`config.mk`:
```
export PLATFORM = sky130hd
export DESIGN_NAME = exposure_sequencer
export DESIGN_NICKNAME = d
export VERILOG_FILES = /design/src/rtl/exposure_sequencer_pkg.sv /design/src/rtl/exposure_sequencer_ms_timer.sv /design/src/rtl/exposure_sequencer.sv
export SDC_FILE = /design/constraint.sdc
export NUM_CORES = 1
export LEC_CHECK = 0
export ABC_AREA = 1
export ABC_CLOCK_PERIOD_IN_PS = 3900
export BUFFER_PORTS_ARGS = -buffer_cell sky130_fd_sc_hd__buf_2
export CORE_ASPECT_RATIO = 0.7
export CORE_MARGIN = 2
export CORE_UTILIZATION = 48
export CTS_BUF_LIST = sky130_fd_sc_hd__clkbuf_4 sky130_fd_sc_hd__clkbuf_8
export CTS_CLUSTER_DIAMETER = 30
export DETAILED_ROUTE_END_ITERATION = 10
export GPL_ROUTABILITY_DRIVEN = 0
export PLACE_DENSITY = 0.75
export SYNTH_ARGS = -nofsm -noshare
export SYNTH_HDL_FRONTEND = slang
export SYNTH_SLANG_ARGS = --single-unit
export TNS_END_PERCENT = 1
```
`constraint.sdc`:
```
create_clock -name clk -period 3.9 [get_ports clk]
set_clock_uncertainty 0.2 [all_clocks]
set_input_delay 0 -clock clk [delete_from_list [all_inputs] [get_ports clk]]
set_output_delay 0 -clock clk [all_outputs]
set_load 0.005 [all_outputs]
```
`src/rtl/exposure_sequencer_pkg.sv`:
```
// Shared definitions for the exposure sequencer: state and status encodings,
// readout modes shared with the readout engine, and the host command code.
package exposure_sequencer_pkg;

  typedef enum logic [3:0] {
    ST_IDLE         = 4'd0,
    ST_FLUSH_TOG    = 4'd1,
    ST_FLUSH_WAIT   = 4'd2,
    ST_OPEN_SETTLE  = 4'd3,
    ST_EXPOSE       = 4'd4,
    ST_CLOSE_SETTLE = 4'd5,
    ST_READ_TOG     = 4'd6,
    ST_READ_WAIT    = 4'd7,
    ST_FINISH       = 4'd8
  } state_t;

  typedef enum logic [1:0] {
    STAT_OK      = 2'd0,
    STAT_ABORT   = 2'd1,
    STAT_TIMEOUT = 2'd2
  } status_t;

  localparam logic [1:0] CCD_MODE_IMAGE = 2'b00;
  localparam logic [1:0] CCD_MODE_FLUSH = 2'b01;

  localparam logic [7:0] CMD_EXPOSE = 8'h20;

  localparam int MS_W = 24;

  function automatic logic is_timed(state_t s);
    return (s == ST_OPEN_SETTLE) || (s == ST_EXPOSE) || (s == ST_CLOSE_SETTLE);
  endfunction

endpackage

```
`src/rtl/exposure_sequencer_ms_timer.sv`:
```
// Millisecond interval timer: TICK_DIV prescaler plus a 24-bit ms down-counter.
// o_expired is high during the final clock cycle of an i_ms * TICK_DIV interval.
module ms_timer
  import exposure_sequencer_pkg::*;
#(
  parameter int TICK_DIV = 100000
) (
  input  logic            clk,
  input  logic            rst_n,
  input  logic            i_load,
  input  logic            i_count,
  input  logic [MS_W-1:0] i_ms,
  output logic            o_expired
);

  localparam int PRE_W = (TICK_DIV > 1) ? $clog2(TICK_DIV) : 1;
  localparam logic [PRE_W-1:0] PRE_MAX = PRE_W'(TICK_DIV - 1);

  logic [PRE_W-1:0] r_pre;
  logic [MS_W-1:0]  r_ms;

  always_ff @(posedge clk or negedge rst_n) begin
    if (!rst_n) begin
      r_pre <= '0;
      r_ms  <= '0;
    end else if (i_load) begin
      r_pre <= PRE_MAX;
      r_ms  <= i_ms;
    end else if (i_count) begin
      if (r_pre == '0) begin
        r_pre <= PRE_MAX;
        // Saturate at zero so a stray count can never wrap to 2^24-1.
        if (r_ms != '0) r_ms <= r_ms - 1'b1;
      end else begin
        r_pre <= r_pre - 1'b1;
      end
    end
  end

  assign o_expired = (r_ms == MS_W'(1)) && (r_pre == '0);

endmodule

```
`src/rtl/exposure_sequencer.sv`:
```
// Runs one complete CCD exposure from a single start pulse: optional flush
// readout, shutter open/settle, timed integration, close/settle, image readout.
module exposure_sequencer
  import exposure_sequencer_pkg::*;
#(
  parameter int TICK_DIV     = 100000,
  parameter int SETTLE_MS    = 200,
  parameter int BUSY_TIMEOUT = 16
) (
  input  logic            clk,
  input  logic            rst_n,
  input  logic            start,
  input  logic            abort,
  input  logic [MS_W-1:0] exp_ms,
  input  logic            dark,
  input  logic            flush_en,
  input  logic            ccd_busy,
  output logic            ccd_toggle,
  output logic [1:0]      ccd_mode,
  output logic            shutter_open,
  output logic            busy,
  output logic            done,
  output logic [1:0]      status,
  output logic [3:0]      state_out
);

  localparam int WCNT_W = $clog2(BUSY_TIMEOUT + 1);
  localparam logic [WCNT_W-1:0] WCNT_LAST = WCNT_W'(BUSY_TIMEOUT - 1);
  localparam logic [MS_W-1:0]   SETTLE_V  = MS_W'(SETTLE_MS);

  state_t            r_state;
  logic [MS_W-1:0]   r_exp_ms;
  logic              r_dark;
  logic              r_abort;
  logic              r_seen_busy;
  logic [WCNT_W-1:0] r_wcnt;
  logic              r_tog2;

  state_t            w_nxt;
  logic [1:0]        w_status;
  logic [MS_W-1:0]   w_exp_ms;
  logic              w_dark;
  logic              w_abort;
  logic              w_seen_busy;
  logic [WCNT_W-1:0] w_wcnt;
  logic              w_tog2;
  logic              w_expired;
  logic              w_tmr_load;
  logic [MS_W-1:0]   w_tmr_ms;

  // Zero-length timed states are skipped so the following state is entered directly.
  function automatic state_t skip_empty(state_t s, logic [MS_W-1:0] ms, logic dk);
    state_t t;
    t = s;
    if (t == ST_OPEN_SETTLE && SETTLE_V == '0) t = ST_EXPOSE;
    if (t == ST_EXPOSE && ms == '0) t = dk ? ST_READ_TOG : ST_CLOSE_SETTLE;
    if (t == ST_CLOSE_SETTLE && SETTLE_V == '0) t = ST_READ_TOG;
    return t;
  endfunction

  always_comb begin
    w_nxt       = r_state;
    w_status    = status;
    w_exp_ms    = r_exp_ms;
    w_dark      = r_dark;
    w_abort     = r_abort;
    w_seen_busy = r_seen_busy;
    w_wcnt      = r_wcnt;
    w_tog2      = 1'b0;
    case (r_state)
      ST_IDLE: begin
        if (start) begin
          w_exp_ms = exp_ms;
          w_dark   = dark;
          w_abort  = 1'b0;
          w_status = STAT_OK;
          w_nxt    = flush_en ? ST_FLUSH_TOG
                              : skip_empty(dark ? ST_EXPOSE : ST_OPEN_SETTLE, exp_ms, dark);
        end
      end
      ST_FLUSH_TOG, ST_READ_TOG: begin
        if (r_state == ST_FLUSH_TOG && abort) w_abort = 1'b1;
        w_tog2 = ~r_tog2;
        if (r_tog2) begin
          w_nxt       = (r_state == ST_FLUSH_TOG) ? ST_FLUSH_WAIT : ST_READ_WAIT;
          w_seen_busy = 1'b0;
          w_wcnt      = '0;
        end
      end
      ST_FLUSH_WAIT, ST_READ_WAIT: begin
        if (r_state == ST_FLUSH_WAIT && abort) w_abort = 1'b1;
        if (!r_seen_busy) begin
          if (ccd_busy) begin
            w_seen_busy = 1'b1;
          end else if (r_wcnt == WCNT_LAST) begin
            w_nxt    = ST_FINISH;
            w_status = STAT_TIMEOUT;
          end else begin
            w_wcnt = r_wcnt + 1'b1;
          end
        end else if (!ccd_busy) begin
          if (r_state == ST_READ_WAIT) begin
            w_nxt    = ST_FINISH;
            w_status = STAT_OK;
          end else if (r_abort || abort) begin
            w_nxt    = ST_FINISH;
            w_status = STAT_ABORT;
          end else begin
            w_nxt = skip_empty(r_dark ? ST_EXPOSE : ST_OPEN_SETTLE, r_exp_ms, r_dark);
          end
        end
      end
      ST_OPEN_SETTLE, ST_EXPOSE, ST_CLOSE_SETTLE: begin
        if (abort) begin
          w_nxt    = ST_FINISH;
          w_status = STAT_ABORT;
        end else if (w_expired) begin
          if (r_state == ST_OPEN_SETTLE)
            w_nxt = skip_empty(ST_EXPOSE, r_exp_ms, r_dark);
          else if (r_state == ST_EXPOSE)
            w_nxt = skip_empty(r_dark ? ST_READ_TOG : ST_CLOSE_SETTLE, r_exp_ms, r_dark);
          else
            w_nxt = ST_READ_TOG;
        end
      end
      ST_FINISH: w_nxt = ST_IDLE;
      default:   w_nxt = ST_IDLE;
    endcase
  end

  assign w_tmr_load = (w_nxt != r_state) && is_timed(w_nxt);
  assign w_tmr_ms   = (w_nxt == ST_EXPOSE) ? w_exp_ms : SETTLE_V;

  ms_timer #(.TICK_DIV(TICK_DIV)) u_timer (
    .clk       (clk),
    .rst_n     (rst_n),
    .i_load    (w_tmr_load),
    .i_count   (is_timed(r_state)),
    .i_ms      (w_tmr_ms),
    .o_expired (w_expired)
  );

  // Outputs are registered from the state being entered so they change with it.
  always_ff @(posedge clk or negedge rst_n) begin
    if (!rst_n) begin
      r_state      <= ST_IDLE;
      r_exp_ms     <= '0;
      r_dark       <= 1'b0;
      r_abort      <= 1'b0;
      r_seen_busy  <= 1'b0;
      r_wcnt       <= '0;
      r_tog2       <= 1'b0;
      ccd_toggle   <= 1'b0;
      ccd_mode     <= CCD_MODE_IMAGE;
      shutter_open <= 1'b0;
      busy         <= 1'b0;
      done         <= 1'b0;
      status       <= STAT_OK;
    end else begin
      r_state      <= w_nxt;
      r_exp_ms     <= w_exp_ms;
      r_dark       <= w_dark;
      r_abort      <= w_abort;
      r_seen_busy  <= w_seen_busy;
      r_wcnt       <= w_wcnt;
      r_tog2       <= w_tog2;
      ccd_toggle   <= (w_nxt == ST_FLUSH_TOG) || (w_nxt == ST_READ_TOG);
      ccd_mode     <= ((w_nxt == ST_FLUSH_TOG) || (w_nxt == ST_FLUSH_WAIT))
                      ? CCD_MODE_FLUSH : CCD_MODE_IMAGE;
      shutter_open <= ((w_nxt == ST_OPEN_SETTLE) || (w_nxt == ST_EXPOSE)) && !w_dark;
      busy         <= (w_nxt != ST_IDLE);
      done         <= (w_nxt == ST_FINISH);
      status       <= w_status;
    end
  end

  assign state_out = r_state;

endmodule

```
# After elaboration in Yosys (flattened, before gate mapping)
# Cells that the tools add are included.
[word_totals] elab_cells=141 ff_bits=85 output_inout_bits=12 in_bits=31
[classes] mux=58 bitwise_logic=1 reduce_logical=35 eq_ne=29 n_addsub=3
[op_table] cell="$mux 24" n=7
[op_table] cell="$mux 17" n=3
[op_table] cell="$logic_not 24->1" n=2
[op_table] cell="$mux 4" n=12
[op_table] cell="$eq 4x3->1 const B" n=7
[op_table] cell="$eq 24x1->1 const B" n=1
[op_table] cell="$mux 2" n=12
[op_table] cell="$reduce_bool 24->1" n=1
[op_table] cell="$sub 24x1->24 const B" n=1
[op_table] cell="$mux 5" n=4
[op_table] cell="$logic_not 17->1" n=1
[op_table] cell="$sub 17x1->17 const B" n=1
[op_table] cell="$eq 4x2->1 const B" n=4
[op_table] cell="$ne 2x2->1 const B" n=8
[op_table] cell="$pmux 4 s4" n=1
[op_table] cell="$mux 3" n=5
[op_table] cell="$mux 1" n=10
[op_table] cell="$pmux 5 s2" n=1
[op_table] cell="$eq 4x1->1 const B" n=2
[op_table] cell="$reduce_bool 2->1" n=4
[op_table] cell="$logic_and 1x1->1" n=7
[op_table] cell="$logic_or 1x1->1" n=7
[op_table] cell="$eq 3x3->1 const B" n=2
[op_table] cell="$pmux 2 s3" n=1
[op_table] cell="20 further kinds" n=22

# Depth between registers and ports, before layout
[logic_depth] depth_word=15 ltp_mapped=20 depth_no_buf=19

# By module
# From an unflattened synthesis, not the netlist that was laid out.
[unflattened] hier_cells=814 area_unflattened_um2=5582.9
[modules_own_cells] mod="ms_timer" area_each_um2=2880.3 instances=1 seq_area_each_um2=1026.0 cells_each=450
[modules_own_cells] mod="exposure_sequencer" area_each_um2=2702.6 instances=1 seq_area_each_um2=1101.1 cells_each=364

# Worst setup path before layout
# No wires, ideal clock.
[synth_timing] path_type="reg-to-reg" from="register r_wcnt[0]" to="register u_timer.r_ms[19]" stages_incl_launch_ff=18 required_ps=3571 period_less_slack_ps=2610 t_arrival_ps=2281 n_path_buf=2 setup_slack_ps=1290 setup_time_ps=129 cell_sequence="dfrtp_1 ha_1 inv_1 nor3_1 ha_1 nand2_1 nand3_1 nor2_1 nor2_2 nand2_4 nor2_1 nand3_1 nand3_2 nand2_4 buf_6 buf_6 o311ai_1 nand2_1"
[synth_between] elab_chain_cells=11 word_cells_on_any_way=18 cone_classes="eq/ne (5); mux (6); reduce/logical (7)"
[synth_rtl] element="from (decl)" line_no="exposure_sequencer.sv:36" source="logic [WCNT_W-1:0] r_wcnt;"
[synth_rtl] element="from (signal assigned)" line_no="exposure_sequencer.sv:165" source="r_wcnt <= w_wcnt;"
[synth_rtl] element="$eq 5x4->1 (*)" line_no="exposure_sequencer.sv:95" source="end else if (r_wcnt == WCNT_LAST) begin"
[synth_rtl] element="$mux 4 (*)" line_no="exposure_sequencer.sv:95"
[synth_rtl] element="$mux 4 (*)" line_no="exposure_sequencer.sv:93" source="if (ccd_busy) begin"
[synth_rtl] element="$mux 4 (*)" line_no="exposure_sequencer.sv:92" source="if (!r_seen_busy) begin"
[synth_rtl] element="$pmux 4 s4 (*)" line_no="exposure_sequencer.sv:70" source="case (r_state)"
[synth_rtl] element="named net w_nxt[2]" line_no="exposure_sequencer.sv:39" source="state_t w_nxt;"
[synth_rtl] element="$eq 4x2->1 / $eq 4x3->1 (equally long branches)" line_no="exposure_sequencer_pkg.sv:31, exposure_sequencer.sv:132"
[synth_rtl] element="$logic_or 1x1->1 (2 in a row)" line_no="exposure_sequencer_pkg.sv:31" source="return (s == ST_OPEN_SETTLE) || (s == ST_EXPOSE) || (s == ST_CLOSE_SETTLE);"
[synth_rtl] element="$logic_and 1x1->1" line_no="exposure_sequencer.sv:131" source="assign w_tmr_load = (w_nxt != r_state) && is_timed(w_nxt);"
[synth_rtl] element="$reduce_bool 2->1 (no line)"
[synth_rtl] element="$reduce_and 3->1 (no line)"
[synth_rtl] element="to (signal assigned)" line_no="exposure_sequencer_ms_timer.sv:28" source="r_ms <= i_ms;"
[synth_rtl] element="to (signal assigned)" line_no="exposure_sequencer_ms_timer.sv:33" source="if (r_ms != '0) r_ms <= r_ms - 1'b1;"
[synth_rtl] element="to (decl)" line_no="exposure_sequencer_ms_timer.sv:20" source="logic [MS_W-1:0] r_ms;"
# Mark *: on every way through the listed nets, which the timed path passes. The rest lies on a longest branch.
# A chain may end at the register's enable or synchronous reset.

# Worst setup path in the final report
[layout_timing] from="register r_wcnt[0]" to="register u_timer.r_pre[16]"
[layout_between] elab_chain_cells=10 word_cells_on_any_way=14 cone_classes="eq/ne (5); mux (5); reduce/logical (4)"
[layout_rtl] element="$eq 5x4->1 (*)" line_no="exposure_sequencer.sv:95"
[layout_rtl] element="$mux 4 (*)" line_no="exposure_sequencer.sv:95"
[layout_rtl] element="$mux 4 (*)" line_no="exposure_sequencer.sv:93"
[layout_rtl] element="$mux 4 (*)" line_no="exposure_sequencer.sv:92"
[layout_rtl] element="$pmux 4 s4 (*)" line_no="exposure_sequencer.sv:70"
[layout_rtl] element="named net w_nxt[2]" line_no="exposure_sequencer.sv:39"
[layout_rtl] element="$eq 4x2->1 / $eq 4x3->1 (equally long branches)" line_no="exposure_sequencer_pkg.sv:31"
[layout_rtl] element="$logic_or 1x1->1 (2 in a row)" line_no="exposure_sequencer_pkg.sv:31"
[layout_rtl] element="$logic_and 1x1->1 (*)" line_no="exposure_sequencer.sv:131"
[layout_rtl] element="$mux 17 / $reduce_bool 2->1 (equally long branches)"
[layout_rtl] element="to (signal assigned)" line_no="exposure_sequencer_ms_timer.sv:35" source="r_pre <= r_pre - 1'b1;"
[layout_rtl] element="to (decl)" line_no="exposure_sequencer_ms_timer.sv:19" source="logic [PRE_W-1:0] r_pre;"
# Marks and branches as above.

==> metrics <==
Setup WS pre-CTS approximately 0.53 ns; syn nets 868; final setup violation count 0; worst path cell trace ha_1 > inv_1 > nor3_1 > ha_1 > nand2_1 > nand3_1 > nor2_1 > nor2_2 > nand2_4 > nor2_1 > nand3_1 > nand3_2 > nand2_4 > nand2_1 > nand2_1 > o21ai_1; # IOs 43; sequential-to-total area share from yosys stat a little under two fifths; Clock Sinks 85; DIE WIDTH between 100 and 150 um; PortBufs 41; DP Cell Count 1007; CP startpoint kind flop; wire length of the first global-routing pass approximately 25 mm; Die Y between 90 and 100 um; final worst setup slack 0.4344 ns; Mapped Area about 5700 um2; VDD IR-drop max roughly 0.36 mV; FMAX 288.6 MHz; antenna-violating nets left 0; r2r setup slk 0.43 ns; total number of vias 5582; Max transition margin 43.35%; most frequent CP cell nand2_1; DRT Pass-1 Iters 4; final worst-path cycle share 88.86%; endpoints failing hold 0; Synth Instances a little over 800; P&R area growth vs syn 13.78%; crit end category flop; # Post-CTS Setup Buffers 0; Period minus WS final 3.466 ns; worst skew pair latency 0.37 ns; outcome finished, final reports clean; drc violations 0; CTS Buf Count 9; Synth Register Bits 85; asr flop ratio synth 100.0%; Yosys cell types 39; GRT overflow 0; pwr/cell area 819.1 nW/um2; Max clock buf depth 2; vias per cell 5.306; hpwl dp around 10 mm; H-tree depth 3; most frequent cells in the layout 216 x nand2_1, 125 x nor2_1, 85 x dfrtp_1; cell row count 33; Req. time, crit path 3.98 ns; HP Class input pin to async pin; Yosys warnings 0; layout cell share with drive strength beyond 1 13.18%; Die ar. 12880 um2; core footprint 11690 um2; Finished Layout Cells 1052; CTS clock-pin slew for the worst setup and hold paths 0.09 ns; Data arrival, critical path about 3.6 ns; Post-synth EDFFs 0; Reg-to-Reg End u_timer.r_pre[16]$_DFFE_PN0P_; Leak approximately 3.3 nW; Slew Viols, Final 0; syn_area_per_cell around 7 um2; Fin Hold WS ~0.066 ns; r2r startpoint r_wcnt[0]$_DFFE_PN0P_; TritonCTS clock tree built; post-route cell area 6540 um2; CP max-delay cell nand2_1; Largest stage delay, worst path 0.61 ns; final net count 930; Worst-Margin Slew between 0.8 and 0.9 ns; initial antenna violation count 0; commonest non-fill, non-tap cell in the layout nand2_1; vias in the first global route 5155; Placed Instance Area 6066 um2; largest net degree at the start of global routing 61; ANT cells 0; Setup TNS Final 0 ns; RSZ-0062 raised after global routing no; initial DRC count 405; most used flip-flop cell after synthesis dfrtp_1; max_cap viols 0; path type of the worst setup path flop to flop; Initial Utilization 49.19%; final wirelength 14.78 mm; CTS root buffer clkbuf_8; WL/cell 14.05 um; Worst Reg-to-Reg Cells 16; GRT Total Usage roughly 24%; crit-path max FO 24
## power by group
group	internal (mW)	switching [mW]
Clock	0.241	0.334
Combinational	1.09	2.11
Sequential	1.27	0.311
Total	2.60	2.76
## registers in the layout (all words and copies together), names as in the netlist
name,flops
u_timer.r_ms,24
shutter_open,1
ccd_toggle,1
ccd_mode,1
done,1
r_wcnt,5
r_abort,1
status,2
state_out,4
busy,1
u_timer.r_pre,17
r_seen_busy,1
r_tog2,1
r_exp_ms,24
r_dark,1
## cell families after synthesis
logic type,count (synthesis),share of synthesized area [%]
compound gates,94,10.56
fa+ha+maj,7,1.524
buf+inv,119,8.729
simple gates,493,37.40
other cells,1,0.06524
xor+xnor,31,4.724
flops,85,37.00
## area by class of cell
type,count,area (um2)
well taps,157,196.4
flip-flops and latches,85,2127
clock buffers,10,137.6
multi-input cells,626,3126
repair buffers,83,600.6
fillers,1104,5145
inverters,87,326.6
clock inverters,4,26.28
## cell usage after synthesis (all sizes together) (12+ instances only)
cell | instances | area, um2
buf | 15 | 111.4
dfrtp | 85 | 2127
or2 | 26 | 162.7
nand4 | 18 | 112.6
xor2 | 21 | 183.9
nor3 | 12 | 60.06
nor2 | 131 | 511.7
clkbuf | 17 | 63.81
nand3 | 77 | 395.4
o21ai | 52 | 271.5
nand2 | 222 | 858.3
inv | 87 | 326.6
o311ai | 24 | 210.2
## per-layer routing
layer / wire, um / share of wire, % / track usage, %
met1: 7364 / 50 / 35.55
met2: 6359 / 43 / 37.65
met3: 866 / 5.9 / 4.519
met5: 0 / 0 / 0
met4: 188 / 1.3 / 5.789
## what timing repair did
item,in CTS,in global routing
hold buffers,31,0
hold endpoints to repair,93,0
resized for setup,0,0
endpoints found under the setup margin,0,0
## critical path, delay by kind of cell, from the launching register on
family	cells	cell delay (ns)
AND/OR/NAND/NOR	12	2.15
AO/OA/AOI/OAI	1	0.10
adder cells (fa/ha/maj)	2	0.45
flip-flops	1	0.40
buffers and inverters	1	0.06
## through the flow
step                power (mW)  utilization [%]
floorplan                4.038                -
CTS                      5.328            55.97
detailed placement       4.709            51.91
global route             5.895            55.97
global placement         4.674            51.91
finish                   5.357            55.97
## how the worst max path moves through the flow
| stage | slack (ns) | depth (start not counted) | endpoint | from |
|---|---|---|---|---|
| floorplan | 1.29 | 17 | u_timer.r_ms[19]$_DFFE_PN0P_ | r_wcnt[0]$_DFFE_PN0P_ |
| global placement | 0.59 | 17 | u_timer.r_pre[1]$_DFFE_PN0P_ | r_wcnt[0]$_DFFE_PN0P_ |
| detailed placement | 0.53 | 16 | u_timer.r_pre[1]$_DFFE_PN0P_ | r_wcnt[0]$_DFFE_PN0P_ |
| CTS | 0.47 | 16 | u_timer.r_pre[1]$_DFFE_PN0P_ | r_wcnt[0]$_DFFE_PN0P_ |
| global route | 0.16 | 16 | u_timer.r_pre[15]$_DFFE_PN0P_ | r_wcnt[0]$_DFFE_PN0P_ |
| finish | 0.43 | 16 | u_timer.r_pre[16]$_DFFE_PN0P_ | r_wcnt[0]$_DFFE_PN0P_ |
No activity file was read; power rests on OpenSTA's default activity.
